--- src/rtl/bcd_digit_collector_if.sv ---
// Handshake bundle for bcd_digit_collector: the digit input stream and the
// four-nibble word output.
interface bcd_digit_collector_if;
   logic [3:0] digit_in;
   logic       digit_valid;
   logic       digit_ready;
   logic [3:0] a;
   logic [3:0] b;
   logic [3:0] c;
   logic [3:0] d;
   logic       word_valid;
   logic       word_ack;

   // master: producer of digits and consumer of words
   modport master (
      output digit_in, digit_valid, word_ack,
      input  digit_ready, a, b, c, d, word_valid
   );

   // slave: the collector itself
   modport slave (
      input  digit_in, digit_valid, word_ack,
      output digit_ready, a, b, c, d, word_valid
   );
endinterface

--- src/rtl/bcd_digit_collector.sv ---
// Collects four BCD digits into a word and presents them as parallel nibbles.
// Optional partial-word idle timeout is built when BCD_TIMEOUT_EN is defined.
module bcd_digit_collector #(
   parameter int NUM_DIGITS     = 4,
   parameter int TIMEOUT_CYCLES = 1000
) (
   input  logic                 clk,
   input  logic                 rst_n,
   bcd_digit_collector_if.slave bus,
   input  logic                 clear,
   output logic                 bcd_error,
   output logic [2:0]           digit_count,
   output logic                 timeout
);

   if (NUM_DIGITS != 4 || TIMEOUT_CYCLES < 1) begin : g_bad_cfg
      $error("bcd_digit_collector: NUM_DIGITS must be 4 and TIMEOUT_CYCLES >= 1");
   end

   typedef enum logic [1:0] {
      COLLECT,
      PRESENT,
      ERROR
   } state_t;

   state_t                    state_q, state_d;
   logic [NUM_DIGITS-1:0][3:0] dbuf_q, dbuf_d;
   logic [2:0]                count_q, count_d;
   logic [3:0]                a_q, a_d;
   logic [3:0]                b_q, b_d;
   logic [3:0]                c_q, c_d;
   logic [3:0]                d_q, d_d;
   logic                      wv_q, wv_d;
   logic                      err_q, err_d;
   logic                      ready_q, ready_d;
   logic                      accept;

`ifdef BCD_TIMEOUT_EN
   localparam int IDLE_W = (TIMEOUT_CYCLES > 1) ? $clog2(TIMEOUT_CYCLES) : 1;
   logic [IDLE_W-1:0] idle_q, idle_d;
   logic              timeout_q, timeout_d;
`endif

   assign accept = bus.digit_valid && ready_q;

   always_comb begin
      state_d = state_q;
      dbuf_d  = dbuf_q;
      count_d = count_q;
      a_d     = a_q;
      b_d     = b_q;
      c_d     = c_q;
      d_d     = d_q;
      wv_d    = wv_q;
      err_d   = err_q;
`ifdef BCD_TIMEOUT_EN
      idle_d    = idle_q;
      timeout_d = 1'b0;
`endif

      if (clear) begin
         state_d = COLLECT;
         dbuf_d  = '0;
         count_d = '0;
         wv_d    = 1'b0;
         err_d   = 1'b0;
`ifdef BCD_TIMEOUT_EN
         idle_d  = '0;
`endif
      end else begin
         case (state_q)
            COLLECT: begin
               if (accept) begin
`ifdef BCD_TIMEOUT_EN
                  idle_d = '0;
`endif
                  if (bus.digit_in > 4'd9) begin
                     state_d = ERROR;
                     err_d   = 1'b1;
                     count_d = '0;
                     dbuf_d  = '0;
                  end else if (count_q == 3'(NUM_DIGITS - 1)) begin
                     // last digit bypasses the buffer straight into d
                     a_d     = dbuf_q[0];
                     b_d     = dbuf_q[1];
                     c_d     = dbuf_q[2];
                     d_d     = bus.digit_in;
                     wv_d    = 1'b1;
                     count_d = '0;
                     dbuf_d  = '0;
                     state_d = PRESENT;
                  end else begin
                     dbuf_d[count_q[1:0]] = bus.digit_in;
                     count_d              = count_q + 3'd1;
                  end
               end
`ifdef BCD_TIMEOUT_EN
               else if (count_q != 3'd0) begin
                  if (idle_q == IDLE_W'(TIMEOUT_CYCLES - 1)) begin
                     idle_d    = '0;
                     count_d   = '0;
                     dbuf_d    = '0;
                     timeout_d = 1'b1;
                  end else begin
                     idle_d = idle_q + 1'b1;
                  end
               end
`endif
            end
            PRESENT: begin
               if (bus.word_ack) begin
                  wv_d    = 1'b0;
                  state_d = COLLECT;
               end
            end
            ERROR: begin
               state_d = ERROR;
            end
            default: begin
               state_d = COLLECT;
            end
         endcase
      end

      ready_d = (state_d == COLLECT);
   end

   always_ff @(posedge clk or negedge rst_n) begin
      if (!rst_n) begin
         state_q <= COLLECT;
         dbuf_q  <= '0;
         count_q <= '0;
         a_q     <= '0;
         b_q     <= '0;
         c_q     <= '0;
         d_q     <= '0;
         wv_q    <= 1'b0;
         err_q   <= 1'b0;
         ready_q <= 1'b0;
      end else begin
         state_q <= state_d;
         dbuf_q  <= dbuf_d;
         count_q <= count_d;
         a_q     <= a_d;
         b_q     <= b_d;
         c_q     <= c_d;
         d_q     <= d_d;
         wv_q    <= wv_d;
         err_q   <= err_d;
         ready_q <= ready_d;
      end
   end

`ifdef BCD_TIMEOUT_EN
   always_ff @(posedge clk or negedge rst_n) begin
      if (!rst_n) begin
         idle_q    <= '0;
         timeout_q <= 1'b0;
      end else begin
         idle_q    <= idle_d;
         timeout_q <= timeout_d;
      end
   end

   assign timeout = timeout_q;
`else
   assign timeout = 1'b0;
`endif

   assign bus.digit_ready = ready_q;
   assign bus.a           = a_q;
   assign bus.b           = b_q;
   assign bus.c           = c_q;
   assign bus.d           = d_q;
   assign bus.word_valid  = wv_q;
   assign bcd_error       = err_q;
   assign digit_count     = count_q;

endmodule

--- src/flat_wrapper.sv ---
// flat-port wrapper written by rule: the top's interface ports become plain ports
module bcd_digit_collector_flat 
#(
   parameter int NUM_DIGITS     = 4,
   parameter int TIMEOUT_CYCLES = 1000
)
  (clk, rst_n, clear, bcd_error, digit_count, timeout, bus_digit_in, bus_digit_valid, bus_word_ack, bus_digit_ready, bus_a, bus_b, bus_c, bus_d, bus_word_valid);
  bcd_digit_collector_if bus_i ();
  input  logic clk;
  input  logic rst_n;
  input  logic clear;
  output logic bcd_error;
  output logic [2:0] digit_count;
  output logic timeout;
  input wire logic [$bits(bus_i.digit_in)-1:0] bus_digit_in;
  input wire logic [$bits(bus_i.digit_valid)-1:0] bus_digit_valid;
  input wire logic [$bits(bus_i.word_ack)-1:0] bus_word_ack;
  output wire logic [$bits(bus_i.digit_ready)-1:0] bus_digit_ready;
  output wire logic [$bits(bus_i.a)-1:0] bus_a;
  output wire logic [$bits(bus_i.b)-1:0] bus_b;
  output wire logic [$bits(bus_i.c)-1:0] bus_c;
  output wire logic [$bits(bus_i.d)-1:0] bus_d;
  output wire logic [$bits(bus_i.word_valid)-1:0] bus_word_valid;
  assign bus_i.digit_in = bus_digit_in;
  assign bus_i.digit_valid = bus_digit_valid;
  assign bus_i.word_ack = bus_word_ack;
  assign bus_digit_ready = bus_i.digit_ready;
  assign bus_a = bus_i.a;
  assign bus_b = bus_i.b;
  assign bus_c = bus_i.c;
  assign bus_d = bus_i.d;
  assign bus_word_valid = bus_i.word_valid;
  bcd_digit_collector #(.NUM_DIGITS(NUM_DIGITS), .TIMEOUT_CYCLES(TIMEOUT_CYCLES)) u_core (.clk(clk), .rst_n(rst_n), .bus(bus_i), .clear(clear), .bcd_error(bcd_error), .digit_count(digit_count), .timeout(timeout));
endmodule
--- config.mk ---
export PLATFORM = sky130hd
export DESIGN_NAME = bcd_digit_collector_flat
export DESIGN_NICKNAME = d
export VERILOG_FILES = /design/src/rtl/bcd_digit_collector_if.sv /design/src/rtl/bcd_digit_collector.sv /design/src/flat_wrapper.sv
export SDC_FILE = /design/constraint.sdc
export NUM_CORES = 1
export LEC_CHECK = 0
export BUFFER_PORTS_ARGS = -buffer_cell sky130_fd_sc_hd__buf_2
export CORE_ASPECT_RATIO = 1.25
export CORE_MARGIN = 5
export CORE_UTILIZATION = 54
export CTS_CLUSTER_DIAMETER = 60
export CTS_CLUSTER_SIZE = 28
export DETAILED_ROUTE_END_ITERATION = 7
export PLACE_DENSITY = 0.78
export SLEW_MARGIN = 20
export SYNTH_ARGS = -nofsm -noshare
export SYNTH_HDL_FRONTEND = slang
export SYNTH_SLANG_ARGS = --single-unit
--- constraint.sdc ---
create_clock -name clk -period 2.2 [get_ports clk]
set_clock_uncertainty 0.15 [all_clocks]
set_input_delay 0.44 -clock clk [delete_from_list [all_inputs] [get_ports clk]]
set_output_delay 0.44 -clock clk [all_outputs]
set_load 0.01 [all_outputs]
==> summary.md <==
| Metric | Value |
|---|---|
| Multi-input gate area | `648.1 um^2` |
| Grt total ovfl | `0` |
| Yosys warning count | `0` |
| Diode count | `0` |
| Worst EP arrival | `2.10 ns` |
| Area grow syn2layout | `13.07%` |
| Worst path required time | `2.32 ns` |
| Leak pwr | `roughly 0.99 nW` |
| Routability congestion estimate | `0.7762` |
| CP top delay family | `compound AO/OA/AOI/OAI gates` |
| Worst Path Buf+Inv | `1` |
| Hold Fails Final Rpt | `0` |
| Post-synthesis mux area share | `0.1094` |
| TNS Setup | `0 ns` |
| Vias per inst | `around 5.7` |
| Worst-Margin Slew | `0.7945 ns` |
| Share of layout cells above drive strength 1 | `0.3544` |
| Area contributors post-synth | `dfrtp_1 55%, mux2_1 6.8%, a32o_1 4.9%` |
| CTS H-tree lvls | `2` |
| Clk pin slew, worst setup/hold paths | `0.11 ns` |
| Slowest CP cell | `o32ai_1` |
| Seq. cell area | `900.9 um^2` |
| Final cell count without fillers | `~190` |
| First-pass GRT wire length | `5313 um` |
| Placed instance count | `~190` |
| Overall power | `0.001193 W` |
| Max VDD drop | `0.4360 mV` |
| Vias in the first global route | `1,151` |
| # DRC | `0` |
| PD cells | `640.8 nW/um^2` |
| Commonest cells post-synth | `36 x dfrtp_1, 11 x inv_1, 10 x mux2_1` |
| Final instance area | `1862 um^2` |
| FP Rows | `22` |
| Buffers on Ports | `30` |
| Fin crit share | `0.8991` |
| Hold-fix buffers, CTS | `0` |
| TritonRoute pass-1 iters | `4` |
| Die height | `slightly above 70 um` |
| Critical-path cell list | `inv_1, ha_1, or2_2, o32ai_1, a32o_1` |
| Via count | `1,114` |
| Initial antenna violation count | `0` |
| Initial Util | `0.5590` |
| Synth Area in XOR/XNOR | `0` |
| Area share of and/or/nand/nor cells after synthesis | `0.1033` |
| CP Capture Type | `flip-flop` |
| Worst hold path type | `in2async` |
| TritonCTS Buffers | `5` |
| WL/cell | `16.10 um` |
| Post-layout min period | `1.978 ns` |
| Syn Inst Count | `124` |
| Die Wd | `59.39 um` |
| Sequential area share after synthesis | `0.5471` |
| Final wirelength | `3123 um` |
| Area after DPL | `1800 um^2` |
| Crit-path max cell delay | `0.50 ns` |
| Synth Area in Adders | `0.03040` |
| Worst skew pair latency | `roughly 0.34 ns` |
| Synth Net Count | `137` |
| # nets final | `170` |
| CTS sink count | `36` |
| CP Launch Type | `flip-flop` |
| Main combinational cell family by area after synthesis | `compound AO/OA/AOI/OAI gates` |
| Routed Antenna Nets | `0` |
| Final setup fails | `0` |
| GRT Total Usage | `0.1637` |
| Core outline area | `just under 3000 um^2` |
| Post-synth top area share | `0.5471` |
| I/O pin total | `32` |
| Post-synthesis compound-gate area fraction | `0.1482` |
| Post-DP HPWL | `2289 um` |
| # fillers | `268` |
| Top FF cell, synth | `dfrtp_1` |
| Pins over their slew limit | `0` |
| Synth area leader | `dfrtp_1` |
| Max-Cap Viols | `0` |
| Distinct cells, synth | `38` |
| Status | `finished clean` |
| 1st-iter DRT viols | `36` |
| Unrepaired setup endpoints after global routing | `no` |
| CTS Root Cell | `clkbuf_4` |
| CTS max path bufs | `2` |
| Die area | `4261 um^2` |
| Avg Cell Area, Syn | `between 10 and 15 um^2` |
| Netlist Area Pre-Place | `1647 um^2` |
| Top-count cell post-synth | `dfrtp_1` |
| Rel. slew slack | `0.4704` |
| Post CTS Setup Buffer Count | `0` |
| Synth Register Bits | `36` |
| Largest net degree at the start of global routing | `37` |
| Number of synthesized flops with an enable pin | `0` |
| Resize count post-CTS | `0` |
| Worst-path fanout max | `5` |
| Setup Crit Path Kind | `reg2reg` |
| Post-synth ARST share | `1.000` |
| CTS tree | `built` |
| Fmax | `0.5055 GHz` |
-- cell families (layout without fill, tap and decap cells) --
| family | after synthesis | count (layout) |
|---|---|---|
| buffers and inverters | 17 | 51 |
| other | 1 | 1 |
| AND/OR/NAND/NOR | 21 | 21 |
| AO/OA/AOI/OAI | 29 | 29 |
| adder cells (fa/ha/maj) | 4 | 4 |
| multiplexers | 16 | 16 |
| flip-flops | 36 | 36 |
-- area by class of cell --
cell class                      count  share of cell area
Timing Repair Buffer               32             0.08871
Tap cell                           36             0.02419
Sequential cell                    36              0.4839
Clock inverter                      2            0.005376
Inverter                           11             0.02218
Clock buffer                        6             0.02755
Multi-Input combinational cell     71              0.3481
-- layout by cell type (no fill, tap or decap), types with 2 or more instances in the layout --
cell type	n
or2_2	3
clkinv_2	2
o22ai_1	4
a32o_1	8
mux2_1	10
mux2_2	6
nand2b_1	4
clkbuf_4	5
o21ai_0	2
buf_2	30
a21oi_1	3
dfrtp_1	36
o32ai_1	2
ha_1	4
buf_4	2
inv_1	11
nor3_1	3
-- sequential cells by signal (all words and copies together), names as in the netlist, 2 cells and up --
name                cells
u_core.bus.d            4
u_core.bus.a            4
u_core.digit_count      3
u_core.bus.c            4
u_core.state_q          2
u_core.bus.b            4
u_core.dbuf_q          12
-- worst paths after layout --
check                      depth (start not counted)                  start               end  slack [ns]
setup reg to reg                                   5  u_core.digit_count[1]  u_core.dbuf_q[5]        0.22
hold reg to reg                                    1       u_core.dbuf_q[7]   u_core.bus.b[3]        0.34
min in group clk                                   3        bus_digit_in[0]  u_core.dbuf_q[0]        0.21
max in group asynchronous                          1                  rst_n   u_core.bus.b[1]        1.37
setup / recovery                                   5  u_core.digit_count[1]  u_core.dbuf_q[5]        0.22
hold / removal                                     1                  rst_n   u_core.bus.c[3]        0.01
-- per-stage QoR --
| stage | hold slack (ns) | utilization | setup slack, ns |
|---|---|---|---|
| after floorplan | -0.005591 | - | 0.4172 |
| after global placement | 0.3186 | 0.6113 | 0.2673 |
| after global routing | 0.07387 | 0.6321 | 0.06657 |
| final | 0.01400 | 0.6321 | 0.2219 |
| after detailed placement | 0.3212 | 0.6113 | 0.2519 |
| after CTS | 0.03700 | 0.6321 | 0.2338 |
-- worst reg2reg max path: cells and delay by family (launching register included) --
kind / cells / cell delay (ns)
flops: 1 / 0.43
fa+ha+maj: 1 / 0.25
simple gates: 1 / 0.29
compound gates: 2 / 0.71
buf+inv: 1 / 0.08
-- per-layer routing --
layer	GRT usage	vias up	part of all wire
met2	0.2661	32	0.54
met4	0.06801	0	0.0074
met3	0.04865	2	0.051
met5	0	-	0
met1	0.1988	555	0.40
li1	-	525	-
-- where the power goes --
part	total (W)	switching, W	internal [W]
registers	0.000695	0.0000152	0.000680
clock network	0.000366	0.000214	0.000152
logic	0.000132	0.0000786	0.0000533
Note: power is estimated with default switching activity, not from simulation.
